<file path="config.mk">
export PLATFORM = sky130hd
export DESIGN_NAME = nco_ctl
export DESIGN_NICKNAME = d
export VERILOG_FILES = /design/src/rtl/nco_ctl.sv
export SDC_FILE = /design/constraint.sdc
export NUM_CORES = 1
export LEC_CHECK = 0
export ABC_AREA = 1
export ABC_CLOCK_PERIOD_IN_PS = 5800
export CAP_MARGIN = 30
export CORE_AREA = 2 2 174 125
export CTS_CLUSTER_DIAMETER = 80
export DETAILED_ROUTE_END_ITERATION = 8
export DIE_AREA = 0 0 176 127
export PLACE_DENSITY = 0.68
export SETUP_SLACK_MARGIN = 0.02
export SLEW_MARGIN = 20
export SYNTH_ARGS = -nofsm -noshare
export SYNTH_HDL_FRONTEND = slang
export SYNTH_SLANG_ARGS = --single-unit
</file>
<file path="constraint.sdc">
create_clock -name clk -period 5.8 [get_ports clk]
set_input_delay 1.74 -clock clk [delete_from_list [all_inputs] [get_ports clk]]
set_output_delay 1.74 -clock clk [all_outputs]
set_load 0.02 [all_outputs]
</file>
<file path="src/rtl/nco_ctl.sv">
// Numerically controlled oscillator control path: phase accumulator with
// double-buffered frequency word, optional LFSR phase dither, cosine/sine
// ROM address generation and a valid pipeline matching the ROM read latency.
module nco_ctl #(
  parameter int ROMLAT = 2
) (
  input  logic        clk,
  input  logic        rst,
  input  logic [31:0] fw,
  input  logic        fw_ld,
  output logic        fw_ack,
  input  logic [9:0]  ph_off,
  input  logic        sync,
  input  logic        en,
  input  logic        dith_en,
  output logic [9:0]  aa,
  output logic [9:0]  ab,
  input  logic [17:0] da,
  input  logic [17:0] db,
  output logic [17:0] cos,
  output logic [17:0] sin,
  output logic        vld
);

  logic [31:0]     r_acc;
  logic [31:0]     r_fwa;
  logic [31:0]     r_fwp;
  logic            r_pf;
  logic            r_fw_ack;
  logic [15:0]     r_lfsr;
  logic [9:0]      r_ab;
  logic [9:0]      r_aa;
  logic [ROMLAT:0] r_vpipe;
  logic [17:0]     r_cos;
  logic [17:0]     r_sin;
  logic            r_vld;

  logic            w_xfer;
  logic [31:0]     w_inc;
  logic [31:0]     w_dith;
  logic [31:0]     w_phase;
  logic [9:0]      w_ab_next;
  logic [9:0]      w_aa_next;
  logic            w_lfsr_fb;

  // A pending word becomes active on an advance cycle, unless a fresh load
  // arrives in the same cycle; the fresh load then only refreshes the pending
  // word and the transfer waits for the next advance.
  assign w_xfer    = en & r_pf & ~fw_ld;
  // The transferring word is used immediately in that cycle's add.
  assign w_inc     = w_xfer ? r_fwp : r_fwa;
  // Dither lives entirely below bit 22, so it can move the ROM address by at
  // most one step.
  assign w_dith    = dith_en ? {10'b0, r_lfsr, 6'b0} : 32'd0;
  // Phase is formed from the accumulator value before this cycle's update.
  assign w_phase   = r_acc + w_dith;
  assign w_ab_next = w_phase[31:22] + ph_off;
  // Cosine address leads the sine address by a quarter turn.
  assign w_aa_next = w_ab_next + 10'd256;
  assign w_lfsr_fb = r_lfsr[15] ^ r_lfsr[13] ^ r_lfsr[12] ^ r_lfsr[10];

  // Frequency word double buffer and activation acknowledge.
  always_ff @(posedge clk) begin
    if (rst) begin
      r_fwa    <= 32'd0;
      r_fwp    <= 32'd0;
      r_pf     <= 1'b0;
      r_fw_ack <= 1'b0;
    end else begin
      r_fw_ack <= w_xfer;
      if (fw_ld) begin
        r_fwp <= fw;
        r_pf  <= 1'b1;
      end else if (w_xfer) begin
        r_fwa <= r_fwp;
        r_pf  <= 1'b0;
      end
    end
  end

  // Phase accumulator; sync clears it even on an advance cycle.
  always_ff @(posedge clk) begin
    if (rst) begin
      r_acc <= 32'd0;
    end else if (sync) begin
      r_acc <= 32'd0;
    end else if (en) begin
      r_acc <= r_acc + w_inc;
    end
  end

  // Dither LFSR and ROM address registers advance once per issued sample.
  always_ff @(posedge clk) begin
    if (rst) begin
      r_lfsr <= 16'hACE1;
      r_ab   <= 10'd0;
      r_aa   <= 10'd256;
    end else if (en) begin
      r_lfsr <= {r_lfsr[14:0], w_lfsr_fb};
      r_ab   <= w_ab_next;
      r_aa   <= w_aa_next;
    end
  end

  // Valid token per issued sample, aligned with the ROM data return.
  always_ff @(posedge clk) begin
    if (rst) begin
      r_vpipe <= '0;
    end else begin
      r_vpipe[0] <= en;
      for (int i = 1; i <= ROMLAT; i++) begin
        r_vpipe[i] <= r_vpipe[i-1];
      end
    end
  end

  // Output capture: samples are latched only when their token reaches the
  // last stage; otherwise the last sample is held.
  always_ff @(posedge clk) begin
    if (rst) begin
      r_cos <= 18'd0;
      r_sin <= 18'd0;
      r_vld <= 1'b0;
    end else if (r_vpipe[ROMLAT]) begin
      r_cos <= da;
      r_sin <= db;
      r_vld <= 1'b1;
    end else begin
      r_vld <= 1'b0;
    end
  end

  assign fw_ack = r_fw_ack;
  assign ab     = r_ab;
  assign aa     = r_aa;
  assign cos    = r_cos;
  assign sin    = r_sin;
  assign vld    = r_vld;

endmodule
</file>
### Word level (Yosys, flattened, before mapping)

Index checks and enable logic that the tools add are counted.
W data, S select, Z words.

* bits in registers: 174
* input port bits: 84
* word-level logic and storage cells: 29

* add/sub/neg operators: 4
* muxes and demuxes: 5
* bitwise operators: 6
* reductions and logical operators: 2

Operator list (number)
* $add A32 B22 Y32: 1
* $add A32 B32 Y32: 1
* $mux W32: 1
* $mux W22: 1
* $add A10 B10 Y10: 1
* $add A10 B9 Y10 const B: 1
* $mux W1: 3
* $xor A1 B1 Y1: 3
* $and A1 B1 Y1: 2
* $reduce_bool A2 Y1: 1
* $reduce_or A2 Y1: 1
* $not A1 Y1: 1

### Longest topological paths before layout

* word-level depth: 4
* mapped depth: 29
* gate-level depth less buffers: 27

### Least setup slack after synthesis

OpenSTA, ideal clock, no wires.

* path type: input -> register
* start point: input dith_en
* end point: register r_aa[9], in the netlist aa[9]
* library setup time: 0.110 ns
* arrival time: 4.606 ns
* required time: 5.690 ns
* setup slack: 1.084 ns
* stages: 22
* path buffers: 2
* cell sequence: buf_4 -> clkbuf_1 -> nand2_1 -> inv_1 -> ha_1 -> nand2_1 -> nor2_1 -> nor2_1 -> nand2_1 -> inv_1 -> nand2_4 -> nor2_1 -> ha_1 -> inv_1 -> fa_1 -> o21ai_0 -> nand2_1 -> nand3_1 -> nand3_1 -> nand3b_1 -> nand2_1 -> nor2_2

* longest elaborated chain between the ends: 4

Ends and longest elaborated chain
* start, declared: RTL line 15 `input logic dith_en,`
* $mux W22: RTL line 54 `assign w_dith = dith_en ? {10'b0, r_lfsr, 6'b0} : 32'd0;`
* $add A32 B22 Y32: RTL line 56 `assign w_phase = r_acc + w_dith;`
* $add A10 B10 Y10: RTL line 57 `assign w_ab_next = w_phase[31:22] + ph_off;`
* $add A10 B9 Y10: RTL line 59 `assign w_aa_next = w_ab_next + 10'd256;`
* end signal, assigned: RTL line 101 `r_aa <= w_aa_next;`
* end, declared: RTL line 32 `logic [9:0] r_aa;`

No other way between the ends.
A chain may end at the register's enable or synchronous reset.

### Worst setup path after layout

Ends and elaborated chain as after synthesis.

==> impl_metrics.yaml <==
status:
  outcome: "completed"
floorplanning:
  start_util_pct: 44.6
  die_w_um: 176
  dieHeight_um: 127
  core_area_mm2: 0.0205
  fp.dieArea_mm2: 0.0224
  ioPinCount: 142
  core.rowCount: 44
place:
  io_buffers: 141
  hpwl_um: 17600
  dp_cells: 1737
  place_area_mm2: 0.0107
  place_congestion: 0.933
  dp_slack_ns: 0.288
power:
  ir_drop_v: 0.000194
  p_per_area_mw_per_mm2: 242
  p_leak_nw: 5.42
  power.total_mw: 2.74
yosys:
  synth-edff-count: 0
  synth_area_mm2: 0.00916
  syn_inst: 1371
  ys_ff_latch: 166
  synth_warnings: 0
  yosys.cell_types.count: 39
  syn_area_per_cell_um2: 6.68
  syn-num-nets: 1512
  async_flop_share_pct: 0
  yosysSeqAreaShare_pct: 36.3
  ys.flop_type: "dfxtp_1"
finish:
  mostFrequentLayoutCells: "245 x nor2_1, 235 x nand2_1, 202 x inv_1"
  diodes: 0
  finalNonFillerCells: 1769
  layout-area-overhead-vs-synth_pct: 23.6
  final_nets: 1621
  drive_above_1_share_pct: 4.29
  final_common_cell: "nor2_1"
  final_area_mm2: 0.0113
clocking:
  cts_sinks: 166
  ctsHtreeMaxLevel: 4
  cts_buffers: 17
  cts_setup_buffers: 0
  cts_buffer_depth: 2
  cts_tree: "yes"
  clk_pin_slew_worst_paths_ns: 0.07
  clkLatencyLatePin_ns: 0.44
  ctsResizeCount: 0
  ctsHoldBuffers: 0
  root_buffer: "clkbuf_16"
critical_path:
  rr_worst_depth: 23
  crit_path_end_kind: "register"
  worstReg2RegStart: "r_lfsr[4]"
  crit_fanout: 11
  path_class: "primary input to register"
  r2r-end: "aa[9]"
  critPathLaunchType: "primary input"
  cp.arrival_ns: 5.38
  crit_end: "aa[9]"
  worstSetupStartpoint: "dith_en"
  r2r_slack_ns: 2.40
  required_ns: 6.14
run:
  cap_violations: 0
global_routing:
  grt_overflow: 0
  grt_max_degree: 65
  grt_first_pass_wirelength_um: 38400
  antenna_found_initial: 1
  grt_usage_pct: 21.3
  grt_pass1_vias: 7729
timing:
  fmax_mhz: 199
  worstMarginPinSlew_ns: 0.650
  fin_worst_skew_ns: 0.0143
  slew_viol_final: 0
  finalCritPeriodShare_pct: 86.8
  relSlewSlack_pct: 56.6
  setup_slack_ns: 0.763
  setup_violations: 0
  fin_setup_tns_ns: 0
  hold_viol: 0
  period_minus_slack_ns: 5.04
  rsz0062_at_grt: "false"
hold_path:
  min_path_cells: 2
  hold_class: "register to register"
routing:
  vias: 8695
  wl_per_cell_um: 13.4
  final_antenna_net_count: 0
  dr.first_iter.drc_count: 646
  via_per_inst: 4.92
  dr.pass1.iters: 5
  drt_wl_total_um: 23700
  route.detailed.drc: 0
[synthesized netlist by cell type, types with 3 or more instances]
cell type	number	share of area, %
nor2_1	245	10
nand2_1	235	9.6
inv_1	204	8.4
dfxtp_1	166	36
o21ai_0	156	8.5
a21oi_1	97	5.3
ha_1	55	7.5
nand3_1	52	2.8
clkbuf_1	42	1.7
xor2_1	23	2.2
buf_4	11	0.90
nor3_1	11	0.60
a21o_1	10	0.82
o21bai_1	7	0.57
nand4_1	5	0.34
a31oi_1	4	0.27
buf_1	4	0.16
buf_2	4	0.22
nand2_2	4	0.27
nor2_2	4	0.27
xnor2_1	4	0.38
o21a_1	3	0.25
[registers in the layout (all words and copies together), names as in the netlist]
name	flops
r_lfsr	16
r_acc	32
vld	1
sin	18
r_fwa	32
r_fwp	32
cos	18
r_vpipe	3
aa	2
ab	10
fw_ack	1
r_pf	1
[where the power goes]
group	total [mW]	internal (mW)	switching, mW
sequential	1.22	1.19	0.0301
clock	1.15	0.645	0.508
combinational	0.360	0.162	0.199
[worst max-delay path, stage by stage]
cell and delay, ns:
clkdlybuf4s50_1 0.50, buf_4 0.22, nand2_1 0.07, inv_1 0.04
ha_1 0.28, inv_1 0.04, a31oi_1 0.14, a21oi_1 0.08
o21ai_0 0.19, nand2_1 0.07, nand2_1 0.09, nor2_1 0.05
nor2_1 0.10, ha_1 0.19, inv_1 0.07, fa_1 0.40
o21ai_0 0.37, nand2_1 0.12, nand3_1 0.10, nand3_1 0.16
nand3b_1 0.22, nand2_1 0.08, nor2_2 0.05
[worst min-delay path by stage]
| stage | start | endpoint | slack (ns) |
|---|---|---|---|
| 3_5_place_dp | r_vpipe[1] | r_vpipe[2] | 0.39 |
| 2_1_floorplan | r_vpipe[0] | r_vpipe[1] | 0.39 |
| 5_1_grt | r_vpipe[0] | r_vpipe[1] | 0.41 |
| 4_1_cts | r_vpipe[0] | r_vpipe[1] | 0.40 |
| 6_report | r_vpipe[0] | r_vpipe[1] | 0.40 |
| 3_3_place_gp | r_vpipe[1] | r_vpipe[2] | 0.39 |
[cell type report]
cell class / instances / area, um2
fillers: 2022 / 9220
multi-input cells: 938 / 4790
flip-flops and latches: 166 / 3320
repair buffers: 151 / 1490
inverters: 206 / 773
clock buffers: 17 / 425
well taps: 276 / 345
clock inverters: 15 / 166
[logic make-up after synthesis]
logic type / count (synthesis) / synth area share, %
adder cells (fa/ha/maj): 57 / 7.95
buffers and inverters: 267 / 11.4
XOR/XNOR: 27 / 2.58
AND/OR/NAND/NOR: 568 / 25.3
AO/OA/AOI/OAI: 286 / 16.5
flip-flops: 166 / 36.3
[through the flow]
stage / hold WS, ns / util [%]
after floorplan: 0.388 / -
after global placement: 0.391 / 52.1
after detailed placement: 0.395 / 52.2
after CTS: 0.403 / 55.1
after global routing: 0.412 / 55.1
final: 0.403 / 55.1
[layer usage]
metal	share of wire [%]	GRT usage [%]	vias to the layer above	routed length, um
met4	1.3	6.32	2	311
met2	43	32.1	199	10100
met5	0.055	0	-	13
met3	5.0	4.23	21	1180
met1	51	30.8	3917	12100
li1	-	-	4556	-
Power figures use the tool's default switching activity.
